File: src/rtl/rv_dmem_bridge_pkg.sv
// Shared definitions for the CPU data-memory to bus bridge:
// FSM state encoding, timer width and the default error load value.
package rv_dmem_bridge_pkg;

   typedef enum logic [1:0] {
      ST_IDLE   = 2'd0,
      ST_BUS_RD = 2'd1,
      ST_BUS_WR = 2'd2,
      ST_DONE   = 2'd3
   } state_e;

   localparam int          TIMER_W          = 8;
   localparam logic [31:0] ERR_DATA_DEFAULT = 32'h0000_0000;

endpackage

File: src/rtl/rv_dmem_bridge_timer.sv
// Bus watchdog: counts cycles while enabled, flags expiry on the LIMIT-th cycle.
module rv_bus_timer
   import rv_dmem_bridge_pkg::*;
#(
   parameter int LIMIT = 63
) (
   input  logic clk_i,
   input  logic rst_n_i,
   input  logic clear,
   input  logic enable,
   output logic expired
);

   logic [TIMER_W-1:0] cnt_q;

   // cnt_q holds (cycles already spent enabled), so expiry fires in cycle LIMIT.
   assign expired = enable && (cnt_q == TIMER_W'(LIMIT - 1));

   always_ff @(posedge clk_i or negedge rst_n_i) begin
      if (!rst_n_i) begin
         cnt_q <= '0;
      end else if (clear) begin
         cnt_q <= '0;
      end else if (enable && !expired) begin
         cnt_q <= cnt_q + 1'b1;
      end
   end

endmodule

File: src/rtl/rv_dmem_bridge.sv
// Bridges single CPU load/store requests onto a req/ack/err bus with a
// watchdog timeout; every request ends in exactly one done pulse.
module rv_dmem_bridge
   import rv_dmem_bridge_pkg::*;
#(
   parameter int          TIMEOUT_CYCLES = 63,
   parameter logic [31:0] ERR_DATA       = ERR_DATA_DEFAULT
) (
   input  logic        clk_i,
   input  logic        rst_n_i,
   input  logic [31:0] dm_addr_i,
   input  logic [31:0] dm_data_s_i,
   input  logic [3:0]  dm_data_select_i,
   input  logic        dm_load_i,
   input  logic        dm_store_i,
   output logic [31:0] dm_data_l_o,
   output logic        dm_ready_o,
   output logic        dm_load_done_o,
   output logic        dm_store_done_o,
   output logic [31:0] bus_addr_o,
   output logic [31:0] bus_data_o,
   output logic [3:0]  bus_sel_o,
   output logic        bus_we_o,
   output logic        bus_req_o,
   input  logic [31:0] bus_data_i,
   input  logic        bus_ack_i,
   input  logic        bus_err_i,
   output logic        err_o,
   output logic [31:0] err_addr_o,
   output logic [1:0]  dbg_state_o
);

   // Handshake: the CPU side offers dm_load_i/dm_store_i and a request is taken
   // on any edge where dm_ready_o=1. The bus side holds bus_req_o and all bus_*
   // fields constant until an edge with bus_ack_i or bus_err_i, or a timeout.

   state_e state_q, state_n;
   logic   timer_clr, timer_en, timer_exp;
   logic   bus_end, bus_fail;

   rv_bus_timer #(.LIMIT(TIMEOUT_CYCLES)) u_timer (
      .clk_i   (clk_i),
      .rst_n_i (rst_n_i),
      .clear   (timer_clr),
      .enable  (timer_en),
      .expired (timer_exp)
   );

   always_ff @(posedge clk_i or negedge rst_n_i) begin
      if (!rst_n_i) state_q <= ST_IDLE;
      else          state_q <= state_n;
   end

   always_comb begin
      state_n    = state_q;
      dm_ready_o = 1'b0;
      timer_clr  = 1'b0;
      timer_en   = 1'b0;
      bus_end    = 1'b0;
      bus_fail   = 1'b0;
      unique case (state_q)
         ST_IDLE: begin
            dm_ready_o = 1'b1;
            timer_clr  = 1'b1;
            if (dm_load_i)       state_n = ST_BUS_RD;
            else if (dm_store_i) state_n = ST_BUS_WR;
         end
         ST_BUS_RD, ST_BUS_WR: begin
            timer_en = 1'b1;
            // Error and timeout outrank a simultaneous ack.
            bus_fail = bus_err_i || timer_exp;
            bus_end  = bus_fail || bus_ack_i;
            if (bus_end) state_n = ST_DONE;
         end
         ST_DONE: state_n = ST_IDLE;
         default: state_n = ST_IDLE;
      endcase
   end

   assign dbg_state_o = state_q;

   always_ff @(posedge clk_i or negedge rst_n_i) begin
      if (!rst_n_i) begin
         dm_data_l_o     <= '0;
         dm_load_done_o  <= 1'b0;
         dm_store_done_o <= 1'b0;
         bus_addr_o      <= '0;
         bus_data_o      <= '0;
         bus_sel_o       <= '0;
         bus_we_o        <= 1'b0;
         bus_req_o       <= 1'b0;
         err_o           <= 1'b0;
         err_addr_o      <= '0;
      end else begin
         dm_load_done_o  <= 1'b0;
         dm_store_done_o <= 1'b0;
         err_o           <= 1'b0;
         if (state_q == ST_IDLE && (dm_load_i || dm_store_i)) begin
            bus_addr_o <= dm_addr_i;
            bus_sel_o  <= dm_data_select_i;
            bus_we_o   <= !dm_load_i;
            bus_req_o  <= 1'b1;
            if (!dm_load_i) bus_data_o <= dm_data_s_i;
            // Conflicting request: the load wins and the dropped store is flagged.
            if (dm_load_i && dm_store_i) begin
               err_o      <= 1'b1;
               err_addr_o <= dm_addr_i;
            end
         end
         if (bus_end) begin
            bus_req_o <= 1'b0;
            if (state_q == ST_BUS_RD) begin
               dm_load_done_o <= 1'b1;
               dm_data_l_o    <= bus_fail ? ERR_DATA : bus_data_i;
            end else begin
               dm_store_done_o <= 1'b1;
            end
            if (bus_fail) begin
               err_o      <= 1'b1;
               err_addr_o <= bus_addr_o;
            end
         end
      end
   end

endmodule

File: config.mk
export PLATFORM = sky130hd
export DESIGN_NAME = rv_dmem_bridge
export DESIGN_NICKNAME = d
export VERILOG_FILES = /design/src/rtl/rv_dmem_bridge_pkg.sv /design/src/rtl/rv_dmem_bridge_timer.sv /design/src/rtl/rv_dmem_bridge.sv
export SDC_FILE = /design/constraint.sdc
export NUM_CORES = 1
export LEC_CHECK = 0
export ABC_CLOCK_PERIOD_IN_PS = 3700
export CAP_MARGIN = 20
export CELL_PAD_IN_SITES_DETAIL_PLACEMENT = 0
export CELL_PAD_IN_SITES_GLOBAL_PLACEMENT = 1
export CORE_MARGIN = 5
export CORE_UTILIZATION = 35
export CTS_CLUSTER_DIAMETER = 40
export DETAILED_ROUTE_END_ITERATION = 10
export GPL_ROUTABILITY_DRIVEN = 0
export GPL_TIMING_DRIVEN = 0
export HOLD_SLACK_MARGIN = 0.03
export PLACE_DENSITY_LB_ADDON = 0.15
export REMOVE_ABC_BUFFERS = 1
export SLEW_MARGIN = 20
export SYNTH_ARGS = -nofsm -noshare
export SYNTH_HDL_FRONTEND = slang
export SYNTH_SLANG_ARGS = --single-unit
File: constraint.sdc
create_clock -name clk_i -period 3.7 [get_ports clk_i]
set_input_delay 0.74 -clock clk_i [delete_from_list [all_inputs] [get_ports clk_i]]
set_output_delay 0.74 -clock clk_i [all_outputs]
set_load 0.03 [all_outputs]
==> results by group <==
Outcome
  – Status: finished clean

STA
  – Final hold viol count: 0
  – Clock Skew: 0.00776 ns
  – Minimum clock period after layout: 3.19 ns
  – Hold_ws: 0.219 ns
  – Final worst slack: 0.515 ns
  – Slew Limit Headroom: 29.5%
  – Transition time of the tightest slew-check pin: 1.06 ns
  – Total negative slack: 0 ns
  – RSZ-0062 raised after global routing: no
  – # setup viols final: 0
  – Final Max Slew Viols: 0
  – Fmax: 314 MHz
  – Fin crit share: 86.1%

Global route
  – Largest net degree at the start of global routing: 98
  – Total congestion overflow: 0
  – Vias in the first global route: 5,618
  – First-pass GRT wire length: 30.3 mm
  – Initial antenna violation count: 0
  – All-Layer GR Usage: 17.1%

Clock network
  – Clock Sinks: 147
  – Clk Latency, worst-skew pair: 0.41 ns
  – # H-tree levels: 4
  – Clock Tree Root: clkbuf_16
  – Hold_buf cts: 0
  – CTS Buf Count: 17
  – Postcts setup bufs: 0
  – Clock transition at the registers of the reported paths: 0.06 ns
  – Maximum clock insertion buffer count: 2
  – Post-CTS Resized: 0
  – CTS tree: yes

Hold path
  – Worst min path class: input pin to asynchronous set/reset pin

Floorplanning
  – Core area: 18,800 um2
  – Starting Density: 35.7%
  – Row count: 50
  – Die Y: 148 um
  – Io pins: 246
  – Die Area: 22,000 um2
  – Die X: 148 um

Pwr
  – Power Total: 10.2 mW
  – Power per cell area: 1010 nW/um2
  – LEAKAGE: 4.04 nW
  – Peak supply drop: 0.446 mV

Setup path
  – CP Launch Type: flop
  – Crit path from: dbg_state_o[1]
  – Arrival time at the worst endpoint: 2.45 ns
  – Crit path max fanout: 20
  – Worst EP required: 2.96 ns
  – FF-to-FF Start: dbg_state_o[1]
  – Crit path capture type: output port
  – Crit Path Class: flop to output port

Layout
  – Area Growth Syn to Fin: 49.3%
  – Final Core Density: 53.3%
  – Layout Nets: 861
  – Number of fill cells in the layout: 1,594
  – Layout cell share with drive strength beyond 1: 24.2%
  – N_diodes: 0
  – Post-route cell area: 10,000 um2
  – Commonest non-fill, non-tap cell in the layout: clkdlybuf4s50_1
  – Most frequent cells in the layout: 244 x clkdlybuf4s50_1, 147 x dfrtp_1, 136 x mux2_2
  – Fin cells: 998

Synthesis
  – #FFs+latches synth: 147
  – Synth Instances: 526
  – Synth cell types: 33
  – YS warnings: 0
  – Synth Cell Area: 6700 um2
  – Register area share after synthesis: 54.9%
  – Syn Area/Cell: 12.7 um2

Routing
  – Wire per inst: 18.8 um
  – Via Count: 5,227
  – TritonRoute pass-1 iters: 4
  – Drt drc: 0
  – Detail-routed via count per cell: 5.24
  – WL final: 18.8 mm
  – DR iter-0 viols: 154
  – Antenna-violating nets left: 0

Placement
  – Area after DPL: 9420 um2
  – Cell count after placement: 966
  – Port Buffer Count: 245
  – Pre-CTS setup slack: 0.462 ns
  – DP Wirelength: 12.9 mm

Run
  – # Max-Cap Violations: 0
[power by group]
| part | internal (mW) | leakage (nW) | switching [mW] |
|---|---|---|---|
| sequential | 2.41 | 1.73 | 0.490 |
| clock | 1.02 | 0.287 | 0.706 |
| combinational | 2.50 | 2.02 | 3.02 |
[registers in the layout (all words and copies together) (netlist names)]
name,count
bus_addr_o,32
bus_data_o,32
dm_data_l_o,32
err_addr_o,32
u_timer.cnt_q,8
bus_sel_o,4
dbg_state_o,2
bus_req_o,1
bus_we_o,1
dm_load_done_o,1
dm_store_done_o,1
err_o,1
[critical path, cell delays in order (launching register included)]
cell and delay [ns]:
dfrtp_1 0.39, inv_1 0.11, ha_1 0.67, clkdlybuf4s50_1 0.87
[synth_stat cells, drive strengths merged]
cell / number / area (um2)
dfrtp: 147 / 3680
clkbuf: 19 / 72.6
o31ai: 1 / 7.51
or4: 2 / 15.0
o21ai: 35 / 175
and4bb: 1 / 12.5
a21oi: 8 / 40.0
o2111a: 2 / 22.5
a21o: 1 / 7.51
and3: 2 / 12.5
buf: 28 / 165
nand2: 7 / 26.3
nor3b: 4 / 30.0
and4b: 1 / 10.0
and4: 1 / 8.76
nor2b: 5 / 31.3
a22oi: 1 / 21.3
ha: 4 / 50.1
nand4: 4 / 25.0
a211o: 1 / 8.76
o211ai: 65 / 488
o21bai: 1 / 7.51
nand3: 33 / 170
nor4b: 1 / 8.76
mux2: 136 / 1530
inv: 5 / 18.8
a211oi: 2 / 20.0
nor2: 8 / 30.0
or3b: 1 / 8.76
[final timing paths]
| check | end | slack (ns) | cells after the start |
|---|---|---|---|
| setup / recovery | dm_ready_o | 0.51 | 3 |
| hold / removal | dm_data_l_o[2] | 0.22 | 1 |
| setup reg to reg | err_addr_o[30] | 0.60 | 5 |
| hold reg to reg | bus_we_o | 0.49 | 2 |
| max in group asynchronous | bus_addr_o[21] | 2.64 | 2 |
| min in group clk_i | bus_we_o | 0.49 | 2 |
[per-layer routing]
metal | global-route usage (%) | up-vias | routed length [um]
li1 | - | 2417 | -
met1 | 21.4 | 2625 | 7940
met2 | 28.0 | 170 | 9210
met3 | 6.40 | 15 | 1400
met4 | 4.76 | 0 | 246
met5 | 0 | - | 0
[cells by family after synthesis]
kind of cell	after synthesis	share of synthesized area [%]
flip-flops	147	54.9
multiplexers	136	22.8
AO/OA/AOI/OAI	117	11.9
AND/OR/NAND/NOR	70	5.80
buffers and inverters	52	3.83
adder cells (fa/ha/maj)	4	0.747
[layout make-up]
type                            instances  area [um2]  area share, %
Sequential cell                       147        3680           36.8
Clock buffer                           19         443           4.43
Clock inverter                         13         149           1.49
Timing Repair Buffer                  253        2630           26.3
Multi-Input combinational cell        327        2790           27.9
Inverter                                5        18.8          0.188
Tap cell                              234         293           2.93
Power figures use the tool's default switching activity.
